## config.mk

```make
export PLATFORM = sky130hd
export DESIGN_NAME = dingshi_ctrl
export DESIGN_NICKNAME = d
export VERILOG_FILES = /design/src/rtl/dingshi_pkg.sv /design/src/rtl/dingshi_blink.sv /design/src/rtl/dingshi_ctrl.sv
export SDC_FILE = /design/constraint.sdc
export NUM_CORES = 1
export LEC_CHECK = 0
export CAP_MARGIN = 30
export CELL_PAD_IN_SITES_DETAIL_PLACEMENT = 2
export CELL_PAD_IN_SITES_GLOBAL_PLACEMENT = 2
export CORE_ASPECT_RATIO = 1.25
export CORE_MARGIN = 3
export CORE_UTILIZATION = 38
export DETAILED_ROUTE_END_ITERATION = 10
export GPL_TIMING_DRIVEN = 0
export PLACE_DENSITY_LB_ADDON = 0.1
export SLEW_MARGIN = 20
export SYNTH_ARGS = -nofsm -noshare
export SYNTH_HDL_FRONTEND = slang
export SYNTH_SLANG_ARGS = --single-unit
```

## constraint.sdc

```tcl
create_clock -name clk -period 4.4 [get_ports clk]
set_input_delay 0.44 -clock clk [delete_from_list [all_inputs] [get_ports clk]]
set_output_delay 0.44 -clock clk [all_outputs]
set_load 0.01 [all_outputs]
```

## src/rtl/dingshi_pkg.sv

```systemverilog
// dingshi_pkg: shared state encoding, default timing constants and counter-width helper
package dingshi_pkg;
  typedef enum logic [2:0] {IDLE, ARM, RUN, GAP, ALARM} state_t;
  localparam int DEF_REPEAT    = 3;
  localparam int DEF_GAP_CYC   = 4;
  localparam int DEF_ALARM_CYC = 16;
  localparam int DEF_BLINK_DIV = 2;
  localparam int DEF_WDOG_CYC  = 64;
  localparam logic [3:0] RUN_CNT_MAX = 4'd15;
  function automatic int cw(input int n);
    return n > 2 ? $clog2(n) : 1;
  endfunction
endpackage

```

## src/rtl/dingshi_blink.sv

```systemverilog
// dingshi_blink: alarm blinker, starts high and toggles every BLINK_DIV enabled cycles
// clk/rst: clock, async active-low reset
// en: alarm phase active next cycle; first: phase is being entered
// alarm: registered blink output, low whenever en is low
module dingshi_blink import dingshi_pkg::*; #(
  parameter int BLINK_DIV = DEF_BLINK_DIV
) (
  input  logic clk,
  input  logic rst,
  input  logic en,
  input  logic first,
  output logic alarm
);
  localparam int DW = cw(BLINK_DIV);
  logic [DW-1:0] div;
  always_ff @(posedge clk or negedge rst)
    if (!rst) begin
      div   <= '0;
      alarm <= 1'b0;
    end else if (!en || first) begin
      div   <= '0;
      alarm <= en;
    end else if (div == DW'(BLINK_DIV - 1)) begin
      div   <= '0;
      alarm <= ~alarm;
    end else begin
      div <= div + 1'b1;
    end
endmodule

```

## src/rtl/dingshi_ctrl.sv

```systemverilog
// dingshi_ctrl: countdown-timer initiator running REPEAT timed runs, then a blinking alarm, with watchdog
// clk/rst: clock, async active-low reset
// start: request (IDLE only); cancel: abort to IDLE; done_in: sticky timer done flag
// open: timer enable; tmr_rst_n: timer reload (low in ARM); busy: not IDLE
// alarm: blink during ALARM; err: sticky watchdog error; run_cnt: completed runs
module dingshi_ctrl import dingshi_pkg::*; #(
  parameter int REPEAT    = DEF_REPEAT,
  parameter int GAP_CYC   = DEF_GAP_CYC,
  parameter int ALARM_CYC = DEF_ALARM_CYC,
  parameter int BLINK_DIV = DEF_BLINK_DIV,
  parameter int WDOG_CYC  = DEF_WDOG_CYC
) (
  input  logic       clk,
  input  logic       rst,
  input  logic       start,
  input  logic       cancel,
  input  logic       done_in,
  output logic       open,
  output logic       tmr_rst_n,
  output logic       busy,
  output logic       alarm,
  output logic       err,
  output logic [3:0] run_cnt
);
  localparam int WW = cw(WDOG_CYC);
  localparam int GW = cw(GAP_CYC);
  localparam int AW = cw(ALARM_CYC);
  state_t state, nxt;
  logic [WW-1:0] wd;
  logic [GW-1:0] gap_cnt;
  logic [AW-1:0] alm_cnt;
  logic done_ok, wd_exp, gap_end, alm_end, last_run, accept, incr, wd_err;
  // done in the first RUN cycle may be stale from before the reload
  always_comb begin
    done_ok  = done_in && wd != '0;
    wd_exp   = wd == WW'(WDOG_CYC - 1);
    gap_end  = gap_cnt == GW'(GAP_CYC - 1);
    alm_end  = alm_cnt == AW'(ALARM_CYC - 1);
    last_run = {1'b0, run_cnt} + 5'd1 == 5'(REPEAT);
  end
  always_comb begin
    nxt = IDLE;
    case (state)
      IDLE:    nxt = start && !cancel ? ARM : IDLE;
      ARM:     nxt = cancel ? IDLE : RUN;
      RUN:     nxt = cancel ? IDLE : done_ok ? (last_run ? ALARM : GAP) : wd_exp ? IDLE : RUN;
      GAP:     nxt = cancel ? IDLE : gap_end ? ARM : GAP;
      ALARM:   nxt = cancel || alm_end ? IDLE : ALARM;
      default: nxt = IDLE;
    endcase
  end
  always_comb begin
    accept = state == IDLE && nxt == ARM;
    incr   = state == RUN && !cancel && done_ok;
    wd_err = state == RUN && !cancel && !done_ok && wd_exp;
  end
  always_ff @(posedge clk or negedge rst)
    if (!rst) begin
      state     <= IDLE;
      wd        <= '0;
      gap_cnt   <= '0;
      alm_cnt   <= '0;
      open      <= 1'b0;
      tmr_rst_n <= 1'b1;
      busy      <= 1'b0;
      err       <= 1'b0;
      run_cnt   <= '0;
    end else begin
      state     <= nxt;
      wd        <= state == RUN && nxt == RUN ? wd + 1'b1 : '0;
      gap_cnt   <= state == GAP && nxt == GAP ? gap_cnt + 1'b1 : '0;
      alm_cnt   <= state == ALARM && nxt == ALARM ? alm_cnt + 1'b1 : '0;
      open      <= nxt == RUN;
      tmr_rst_n <= nxt != ARM;
      busy      <= nxt != IDLE;
      err       <= accept ? 1'b0 : err | wd_err;
      run_cnt   <= accept ? '0 : incr && run_cnt != RUN_CNT_MAX ? run_cnt + 1'b1 : run_cnt;
    end
  dingshi_blink #(.BLINK_DIV(BLINK_DIV)) u_blink (
    .clk  (clk),
    .rst  (rst),
    .en   (nxt == ALARM),
    .first(state != ALARM),
    .alarm(alarm)
  );
endmodule

```

After elaboration in Yosys (flattened, before gate mapping)
Index checks and enable logic that the tools add are counted.
Word-level totals
  register bits: 25
  output and inout bits: 9
  word-level logic and storage cells: 75
Cells by class
  add/subtract/negate cells: 6
  equality and inequality tests: 15
  multiplexer cells: 20
  bitwise operators: 2
  reductions and logical operators: 21
Operator list (number)
  case mux 3 bit (5 select lines): 1
  == test 3 x 2 -> 1 bit (second input constant): 4
  two-way mux 3 bit: 4
  two-way mux 4 bit: 3
  logical AND 1 bit: 11
  two-way mux 2 bit: 5
  adder 4 x 1 -> 4 bit (second input constant): 2
  adder 6 x 1 -> 6 bit (second input constant): 1
  == test 3 x 1 -> 1 bit (second input constant): 2
  == test 3 bit (second input constant): 2
  == test 6 bit (second input constant): 1
  two-way mux 1 bit: 6
  two-way mux 6 bit: 1
  nonzero test 6 bit: 1
  adder 4 x 1 -> 5 bit (second input constant): 1
  == test 5 x 2 -> 1 bit (second input constant): 1
  == test 4 bit (second input constant): 1
  != test 4 bit (second input constant): 1
  nonzero test 2 bit: 2
  zero test 1 bit: 3
  zero test 3 bit: 1
  != test 3 x 1 -> 1 bit (second input constant): 1
  != test 3 bit (second input constant): 1
  nonzero test 3 bit: 1
  6 further kinds: 7

Depth between registers and ports, before layout
Gate-level depths: netlist (run 1).
  depth in word-level cells: 10
  depth in mapped cells: 7

Modules after synthesis
Synthesis (run 1) repeated with hierarchy kept, for this count alone.
Unflattened totals
  cell total of the unflattened synthesis: 111
  area, all modules: 1251.2 µm²
Modules (own cells, without submodules)
  dingshi_ctrl: instances 1, cells each 106, area each 1177.4 µm², seq. area each 576.8 µm²
  dingshi_blink: instances 1, cells each 5, area each 73.8 µm², seq. area each 50.0 µm²

Least setup slack after synthesis (run 1)
Ideal clock, no wire load.
  path kind: reg2reg
  start: reg wd[0]
  end: reg wd[0]
  arrival: 1.907 ns
  required time: 4.305 ns
  path slack: 2.398 ns
  stages on the path, launching flop included: 8
  period minus slack after synthesis: 2.002 ns
  path through: dfrtp_1 inv_1 ha_1 or4b_4 o21ai_2 nor4b_1 o31a_4 nor4bb_4
Between the ends
  cells in the longest elaborated chain, start to end: 8
Ends and longest elaborated chain
  start, declared: RTL line dingshi_ctrl.sv:29  | logic [WW-1:0] wd;
  start signal, assigned: RTL line dingshi_ctrl.sv:70  | wd <= state == RUN && nxt == RUN ? wd + 1'b1 : '0;
  == test 6 bit / nonzero test 6 bit (equally long branches): RTL line dingshi_ctrl.sv:36, dingshi_ctrl.sv:35
  two-way mux 2 bit / logical AND 1 bit (equally long branches): RTL line dingshi_ctrl.sv:46, dingshi_ctrl.sv:35
  two-way mux 3 bit (2 in a row): RTL line dingshi_ctrl.sv:46  | RUN: nxt = cancel ? IDLE : done_ok ? (last_run ? ALARM : GAP) : wd_exp ? IDLE : RUN;
  case mux 3 bit (5 select lines): RTL line dingshi_ctrl.sv:43  | case (state)
  == test 3 x 2 -> 1 bit: RTL line dingshi_ctrl.sv:70
  logical AND 1 bit: RTL line dingshi_ctrl.sv:70
  two-way mux 6 bit (*): RTL line dingshi_ctrl.sv:70
Every way passes the cells marked *; elsewhere a longest branch is shown, timed or not.
A chain may end at the register's enable or synchronous reset.

Final worst setup path (run 1)
Same ends and word-level chain as after synthesis.

==> flow_summary.yaml, run 1 <==
worst_setup_path:
  worst_path_most_repeated_cell: "nor2_1"
  critPathLaunchType: "register"
  crit_path_max_incr_delay_ns: 0.47
  slowest_stage: "dfrtp_1"
  cp.required_ns: 4.64
  crit_type: "register to register"
  worstPathCellList: "inv_1 > ha_1 > or4b_4 > o21ai_2 > nor2_1 > nor2_1 > nor4bb_4"
  worstPathArrival_ns: 2.50
  cp_max_fo: 7
  endpoint_kind: "register"
clocking:
  clkSlewWorstSetupHoldPaths_ns: 0.14
  clk_path_buf_depth: 2
  cts_setup_buffers: 0
  postCtsResizedCells: 0
  cts_buffers: 3
  ctsHoldBuffers: 0
  clock_tree.root_cell: "clkbuf_4"
  tritoncts: "yes"
  htree_levels: 1
  cts.sinks: 25
  clk_latency_ns: 0.31
final_layout:
  instances_no_fill: 165
  synthToLayoutAreaGrowth_pct: 16.2
  n_antenna_cell: 0
  postLayoutCellArea_um2: 1440
  fin_nets: 141
  fillers: 337
  drive_above_1_share: 0.140
  multi_input_area_um2: 591
  seq_area_um2: 627
synth:
  syn-mean-instance-area_um2: 11.0
  synthArstFlopShare: 1.00
  ys.flop_type: "dfrtp_1"
  netlist_instances: 112
  synth-edff-count: 0
  ys_top_cells_by_count: "dfrtp_1 (24), nor2_1 (17), nand2_1 (9)"
  yosysTopAreaCell: "dfrtp_1"
  syn_area_um2: 1240
  seq_area_frac_synth: 0.507
  yosys-top-cells-area: "dfrtp_1 (49%), ha_1 (6.1%), nor2_1 (5.2%)"
  netlist.area_leader.share: 0.486
  syn_nets: 123
  yosysMostFrequentCell: "dfrtp_1"
  synth_cell_types: 31
  synth_warnings: 0
  ys_ff_latch: 25
timing:
  worstMarginPinSlew_ns: 0.553
  final.min_clock_period_ns: 2.26
  period_share: 0.514
  tns_ns: 0
  maxSlewHeadroom: 0.626
  skew_ns: 0.00159
  slew_viol_final: 0
  setup_violations: 0
  rsz0062_at_grt: "false"
  layout_setup_ws_ns: 2.14
  hold_viol: 0
  fmax_mhz: 442
  holdWs_ns: 0.0910
floorplanning:
  io_pins: 14
  die_x_um: 57.0
  die_y_um: 69.8
  die_area_um2: 3980
  std_cell_rows: 22
  initial_core_util: 0.408
  core-area_um2: 3030
grt:
  grt_pass1_wl_mm: 4.89
  grt-ovfl-total: 0
  grtUsageTotal: 0.153
  grt_pass1_vias: 1015
  antenna_found_initial: 0
  grt_max_degree: 26
drt:
  ant_nets: 0
  remaining_drc_errors: 0
  wl_per_cell_um: 16.3
  avgViaCountPerCell: 5.53
  routed-via-count: 913
  drtIter0Drc: 20
  detail_route.wirelength_mm: 2.68
  firstDrtPassIters: 4
power_and_ir_drop:
  p_leak_nw: 0.665
  netSwitchingFraction: 0.245
  cellPowerDensity_nw_per_um2: 265
  intPower_mw: 0.287
  p_comb_frac: 0.100
  p_sw_mw: 0.0933
  ir_worst_vdd_uv: 193
  clkPwrFrac: 0.272
  seq_power_share: 0.629
place:
  placed_cell_area_um2: 1410
  globalplace.congestion: 0.769
  dp_cells: 161
  port_buffers: 13
  place_ws_ns: 1.98
  hpwlAfterDp_mm: 2.08
run_status:
  status: "complete, no violations"
min_path:
  hold_class: "input port to async pin"
flow_run:
  cap_violations: 0
==> flip-flops by register name, summed over array words and instances, names as in the netlist <==
signal / flops
alm_cnt: 4
wd: 6
u_blink.div: 1
u_blink.alarm: 1
tmr_rst_n: 1
open: 1
busy: 1
err: 1
run_cnt: 4
state: 3
gap_cnt: 2
==> critical path, delay by kind of cell, from the launching register on <==
kind / cells / cell delay [ns]
AO/OA/AOI/OAI: 1 / 0.17
adder cells (fa/ha/maj): 1 / 0.14
buffers and inverters: 1 / 0.09
flip-flops: 1 / 0.47
AND/OR/NAND/NOR: 4 / 1.32
==> placed cells by master, fill, tap and decap left out, drive strengths merged, types with 2 or more instances in the layout <==
cell and n:
nand2 9, xnor2 7, clkdlybuf4s50 12, nor3 2, inv 5, clkbuf 3
nand3 7, xor2 2, ha 6, nor2 17, and2b 2, and4b 6
dfrtp 24, nor4b 3, nor4bb 2, a21oi 4, or4b 2
==> per-stage QoR <==
| step | total power, mW | utilization |
|---|---|---|
| after floorplan | 0.262 | - |
| after global placement | 0.281 | 0.466 |
| after detailed placement | 0.282 | 0.464 |
| after CTS | 0.389 | 0.474 |
| after global routing | 0.402 | 0.474 |
| final | 0.380 | 0.474 |
==> routing by layer <==
| layer | vias up | share of wire | GRT usage |
|---|---|---|---|
| li1 | 432 | - | - |
| met1 | 470 | 0.41 | 0.194 |
| met2 | 9 | 0.57 | 0.264 |
| met3 | 2 | 0.016 | 0.0168 |
| met4 | 0 | 0.0071 | 0.0541 |
| met5 | - | 0 | 0 |
==> path summary, 6_finish.rpt <==
kind,from,end,slack [ns],cells after the start
worst max register to register,wd[0],wd[0],2.14,7
min in group clk,gap_cnt[0],gap_cnt[0],0.45,1
worst min register to register,gap_cnt[0],gap_cnt[0],0.45,1
worst max-delay path,wd[0],wd[0],2.14,7
worst min-delay path,rst,gap_cnt[0],0.09,1
max in group asynchronous,rst,tmr_rst_n,3.94,1
==> logic make-up (layout without fill, tap and decap cells) <==
kind of cell    after synthesis  after routing  share of synthesized area
buf+inv                       5             22                     0.0152
simple gates                 56             56                      0.282
compound gates               11             11                     0.0709
xor+xnor                      9              9                     0.0638
flops                        25             25                      0.507
fa+ha+maj                     6              6                     0.0607
==> cell type report <==
class | instances | share of cell area
clock buffers | 3 | 0.0157
inverters | 5 | 0.0131
clock inverters | 1 | 0.00523
flip-flops and latches | 25 | 0.436
well taps | 36 | 0.0314
multi-input cells | 82 | 0.411
repair buffers | 13 | 0.0871
==> power groups by stage <==
stage	sequential, mW	combinational (mW)	clock, mW
2_1_floorplan	0.244	0.0176	0
3_3_place_gp	0.243	0.0383	0
3_5_place_dp	0.243	0.0389	0
4_1_cts	0.239	0.0392	0.110
5_1_grt	0.240	0.0424	0.119
6_report	0.239	0.0379	0.103
Note: power is estimated with default switching activity, not from simulation.
==> run 2: changes to the inputs <==
--- a/config.mk
+++ b/config.mk
@@ -10,7 +10,7 @@
 export CELL_PAD_IN_SITES_GLOBAL_PLACEMENT = 2
 export CORE_ASPECT_RATIO = 1.25
 export CORE_MARGIN = 3
-export CORE_UTILIZATION = 38
+export CORE_UTILIZATION = 32
 export DETAILED_ROUTE_END_ITERATION = 10
 export GPL_TIMING_DRIVEN = 0
 export PLACE_DENSITY_LB_ADDON = 0.1
==> constraint.sdc (replaced) <==
create_clock -name clk -period 1.95 [get_ports clk]
set_input_delay 0.195 -clock clk [delete_from_list [all_inputs] [get_ports clk]]
set_output_delay 0.195 -clock clk [all_outputs]
set_load 0.01 [all_outputs]
==> run 2 against run 1 <==
Against the previous run:
- the flow now finishes with violations (negative setup slack)
- combinational power rose to 2.7 times the previous value
- register-to-register slack worse by 2.3 ns
- global-route usage shrank 1.6 points
- first-iteration DRC count grew 80%
- fmax up 8.8%
- clock-buffer cell count unchanged
- sequential cell count stayed put
- critical path depth did not move
- via count grew 1.1%
- final cell count rose by 5.5%
- die area up 17%
- hold slack better by 0.35 ns
- largest power group unchanged
==> flow_summary.yaml, run 2 (same netlist as run 1, synthesis figures left out) <==
run_status:
  status: "complete, but fails checks"
  violations: "negative setup slack"
clocking:
  cts_buffers: 3
  cts.sinks: 25
  clkSlewWorstSetupHoldPaths_ns: 0.09
  clk_latency_ns: 0.27
  clk_path_buf_depth: 2
  htree_levels: 1
  clock_tree.root_cell: "clkbuf_8"
  tritoncts: "yes"
timing:
  rsz0062_at_grt: "true"
  layout_setup_ws_ns: -0.128
  worstMarginPinSlew_ns: 0.574
  skew_ns: 0.00160
  maxSlewHeadroom: 0.617
  tns_ns: -0.763
  period_share: 1.07
  fmax_mhz: 481
  slew_viol_final: 0
  final.min_clock_period_ns: 2.08
  setup_violations: 9
  hold_viol: 0
place:
  hpwlAfterDp_mm: 2.05
  port_buffers: 13
  globalplace.congestion: 0.694
  dp_cells: 164
  placed_cell_area_um2: 1410
worst_setup_path:
  crit_path_max_incr_delay_ns: 0.47
  critPathLaunchType: "register"
  r2r_start: "wd[0]"
  endpoint_kind: "register"
  worstPathCellList: "inv_2 > ha_4 > or4b_4 > o21ai_4 > nor4b_4 > o31a_4 > nor4bb_4"
  cp.required_ns: 2.13
  crit_type: "register to register"
  cp_max_fo: 5
  slowest_stage: "or4b_4"
  r2r_end: "wd[0]"
  reg2reg_depth: 7
  crit_buf_inv: 1
  ff2ff_setup_slack_ns: -0.13
  worstPathArrival_ns: 2.26
  crit_family: "simple AND/OR/NAND/NOR gates"
final_layout:
  n_antenna_cell: 0
  largest_reg_flops: 6
  postLayoutCellArea_um2: 1580
  reg_top3: "wd (6), alm_cnt (4), run_cnt (4)"
  seq_area_um2: 628
  mostFrequentLayoutCells: "dfrtp_1 (23), nor2_1 (16), clkdlybuf4s50_1 (12)"
  top_register: "wd"
  synthToLayoutAreaGrowth_pct: 27.7
  fin_nets: 147
  multi_input_area_um2: 666
  drive_above_1_share: 0.252
  fillers: 376
  final_common_cell: "dfrtp_1"
  instances_no_fill: 174
floorplanning:
  core-area_um2: 3600
  io_pins: 14
  die_area_um2: 4650
  die_y_um: 75.5
  std_cell_rows: 24
  die_x_um: 61.6
  initial_core_util: 0.343
min_path:
  hold_class: "register to register"
  hold_depth: 1
  hold-path-endpoint: "gap_cnt[0]"
  worstHoldStart: "gap_cnt[0]"
drt:
  avgViaCountPerCell: 5.30
  ant_nets: 0
  routed-via-count: 923
  wl_per_cell_um: 16.7
  remaining_drc_errors: 0
  firstDrtPassIters: 4
  detail_route.wirelength_mm: 2.90
  drtIter0Drc: 36
grt:
  grt_pass1_vias: 969
  antenna_found_initial: 0
  grtUsageTotal: 0.137
  grt_max_degree: 26
  grt-ovfl-total: 0
  grt_pass1_wl_mm: 4.62
power_and_ir_drop:
  p_leak_nw: 0.709
  ir_worst_vdd_uv: 464
  total_power_mw: 0.958
  cellPowerDensity_nw_per_um2: 606
  netSwitchingFraction: 0.245
  seq_power_share: 0.562
  clkPwrFrac: 0.330
  intPower_mw: 0.723
  p_sw_mw: 0.234
  p_comb_frac: 0.108
flow_run:
  cap_violations: 0
## run 2: per-layer routing
| layer | GRT usage | part of all wire |
|---|---|---|
| met4 | 0.0495 | 0.012 |
| met5 | 0 | 0 |
| met2 | 0.232 | 0.53 |
| met3 | 0.0271 | 0.029 |
| met1 | 0.170 | 0.43 |
## run 2: power groups by stage
stage	Sequential, mW	Clock, mW	Combinational [mW]
2_1_floorplan	0.550	0	0.0398
5_1_grt	0.541	0.357	0.114
3_3_place_gp	0.549	0	0.0878
3_5_place_dp	0.549	0	0.0891
6_report	0.538	0.316	0.103
4_1_cts	0.539	0.329	0.0959
## run 2: through the flow
step                      hold slack, ns  utilization  setup WS [ns]
after floorplan                   -0.101            -        -0.0525
after global placement             0.429        0.393         -0.293
after detailed placement           0.228        0.391         -0.337
after CTS                          0.449        0.417         -0.154
after global routing               0.475        0.438         -0.236
final                              0.440        0.438         -0.128
## run 2: cell type report
| cell class | count | area share |
|---|---|---|
| inverter | 5 | 0.0119 |
| tap | 39 | 0.0309 |
| multi-input combinational | 83 | 0.422 |
| clock buffer | 3 | 0.0261 |
| clock inverter | 1 | 0.00475 |
| timing repair buffer | 18 | 0.107 |
| sequential | 25 | 0.398 |
## run 2: worst max path at each step
| stage | endpoint | depth (start not counted) | start | slack [ns] |
|---|---|---|---|---|
| 2_1_floorplan | wd[0] | 7 | wd[0] | -0.05 |
| 3_3_place_gp | wd[0] | 7 | wd[0] | -0.29 |
| 3_5_place_dp | wd[0] | 7 | wd[0] | -0.34 |
| 4_1_cts | wd[0] | 7 | wd[0] | -0.15 |
| 5_1_grt | wd[0] | 7 | wd[1] | -0.24 |
| 6_report | wd[0] | 7 | wd[0] | -0.13 |
## run 2: timing repair
action                     4_1_cts  5_1_grt
resized for setup                3       13
setup buffers                    3        1
hold buffers                     1        0
setup endpoints to repair       12       13
pin swaps                        0        2
hold endpoints to repair        24        0
gates cloned                     0        1
## run 2: worst reg2reg max path, delay by kind of cell, from the launching register on
family / cells / cell delay [ns]
AND/OR/NAND/NOR: 3 / 0.80
AO/OA/AOI/OAI: 2 / 0.56
flip-flops: 1 / 0.43
adder cells (fa/ha/maj): 1 / 0.12
buffers and inverters: 1 / 0.07
==> run 3: changes to the inputs <==
--- a/config.mk
+++ b/config.mk
@@ -8,7 +8,6 @@
 export CAP_MARGIN = 30
 export CELL_PAD_IN_SITES_DETAIL_PLACEMENT = 2
 export CELL_PAD_IN_SITES_GLOBAL_PLACEMENT = 2
-export CORE_ASPECT_RATIO = 1.25
 export CORE_MARGIN = 3
 export CORE_UTILIZATION = 32
 export DETAILED_ROUTE_END_ITERATION = 10
==> run 3 against run 2 <==
Against the previous run:
- the run still ends with negative setup slack left
- clock power is 3% higher
- global-route usage is 1.3 points higher
- final cell count is 5.2% higher
- clock-buffer cell count stayed put
- sequential cell count stayed put
- setup slack better by 0.017 ns
- power is 1.6% higher
- utilization is 1.6 points higher
- first-iteration DRC count is 2.8% lower
- clock skew is 0.0016 ns higher
- largest power group unchanged
==> flow_summary.yaml, run 3 (same netlist as run 1, synthesis figures left out) <==
run_status:
  status: "complete, but fails checks"
  violations: "negative setup slack"
grt:
  grt-ovfl-total: 0
  grtUsageTotal: 0.150
  antenna_found_initial: 0
  grt_pass1_wl_mm: 5.01
  grt_pass1_vias: 1020
  grt_max_degree: 26
clocking:
  clock_tree.root_cell: "clkbuf_8"
  cts_buffers: 3
  cts.sinks: 25
  clkSlewWorstSetupHoldPaths_ns: 0.09
  clk_path_buf_depth: 2
  htree_levels: 1
  tritoncts: "yes"
  clk_latency_ns: 0.28
timing:
  rsz0062_at_grt: "true"
  maxSlewHeadroom: 0.614
  skew_ns: 0.00318
  fmax_mhz: 485
  period_share: 1.06
  final.min_clock_period_ns: 2.06
  worstMarginPinSlew_ns: 0.579
  setup_violations: 10
  holdWs_ns: 0.441
  hold_viol: 0
  slew_viol_final: 0
  tns_ns: -0.640
  layout_setup_ws_ns: -0.111
final_layout:
  instances_no_fill: 183
  fin_nets: 149
  n_antenna_cell: 0
  synthToLayoutAreaGrowth_pct: 29.3
  top_register: "wd"
  fillers: 376
  multi_input_area_um2: 657
  seq_area_um2: 628
  postLayoutCellArea_um2: 1600
  drive_above_1_share: 0.255
  mostFrequentLayoutCells: "dfrtp_1 (23), nor2_1 (16), clkdlybuf4s50_1 (12)"
  largest_reg_flops: 6
  reg_top3: "wd (6), alm_cnt (4), run_cnt (4)"
  final_common_cell: "dfrtp_1"
place:
  hpwlAfterDp_mm: 2.03
  port_buffers: 13
  globalplace.congestion: 0.668
  place_ws_ns: -0.322
  dp_cells: 171
  placed_cell_area_um2: 1420
worst_setup_path:
  r2r_start: "wd[0]"
  reg2reg_depth: 7
  worstPathArrival_ns: 2.28
  crit_type: "register to register"
  r2r_end: "wd[3]"
  ff2ff_setup_slack_ns: -0.11
  critPathLaunchType: "register"
  endpoint_kind: "register"
  cp.required_ns: 2.17
  crit_start: "wd[0]"
  cp_max_fo: 4
power_and_ir_drop:
  clkPwrFrac: 0.336
  p_sw_mw: 0.246
  intPower_mw: 0.727
  cellPowerDensity_nw_per_um2: 609
  p_leak_nw: 0.716
  ir_worst_vdd_uv: 266
  p_comb_frac: 0.109
  seq_power_share: 0.555
  netSwitchingFraction: 0.253
drt:
  remaining_drc_errors: 0
  firstDrtPassIters: 4
  avgViaCountPerCell: 5.32
  wl_per_cell_um: 16.4
  routed-via-count: 974
  ant_nets: 0
  drtIter0Drc: 35
  detail_route.wirelength_mm: 3.01
floorplanning:
  die_y_um: 68.2
  std_cell_rows: 21
  die_area_um2: 4650
  io_pins: 14
  initial_core_util: 0.351
  core-area_um2: 3520
  die_x_um: 68.2
flow_run:
  cap_violations: 0
min_path:
  hold_class: "input port to async pin"
-- run 3: critical path, cell delays in order, from the launching register on --
cell and delay [ns]:
dfrtp_2 0.42, inv_2 0.07, ha_4 0.11, or4b_4 0.47
o21ai_4 0.19, nor4b_4 0.08, o31a_2 0.40, and4b_1 0.26
-- run 3: repair_timing --
item | in CTS | in global routing
hold endpoints to repair | 24 | 0
endpoints found under the setup margin | 12 | 13
resized for setup | 4 | 12
gates cloned | 1 | 0
pin swaps | 0 | 1
buffers inserted | 5 | 1
hold buffers | 1 | 0
-- run 3: routing by layer --
layer	GRT usage	share of wire	up-vias
li1	-	-	451
met1	0.197	0.47	504
met2	0.238	0.49	14
met3	0.0296	0.028	5
met4	0.0670	0.018	0
met5	0	0	-
-- run 3: metrics by stage --
| step | utilization | power (mW) |
|---|---|---|
| global route | 0.454 | 1.03 |
| CTS | 0.438 | 0.980 |
| floorplan | - | 0.590 |
| detailed placement | 0.403 | 0.638 |
| global placement | 0.404 | 0.637 |
| finish | 0.454 | 0.972 |
-- run 3: power groups by stage --
stage               logic (mW)  clock network (mW)  registers, mW
finish                   0.106               0.327          0.540
floorplan               0.0398                   0          0.550
detailed placement      0.0880                   0          0.550
global placement        0.0875                   0          0.549
global route             0.117               0.369          0.541
CTS                      0.101               0.340          0.540
-- run 3: area by class of cell --
type                    count  share of cell area
repair buffers             20               0.117
well taps                  46              0.0360
inverters                   5              0.0117
clock buffers               3              0.0258
clock inverters             1             0.00470
multi-input cells          83               0.411
flip-flops and latches     25               0.393
-- run 3: worst max-delay path by stage --
stage	to	slack, ns
floorplan	wd[0]	-0.05
detailed placement	wd[0]	-0.32
global placement	wd[0]	-0.28
finish	wd[3]	-0.11
global route	wd[0]	-0.20
CTS	wd[0]	-0.13
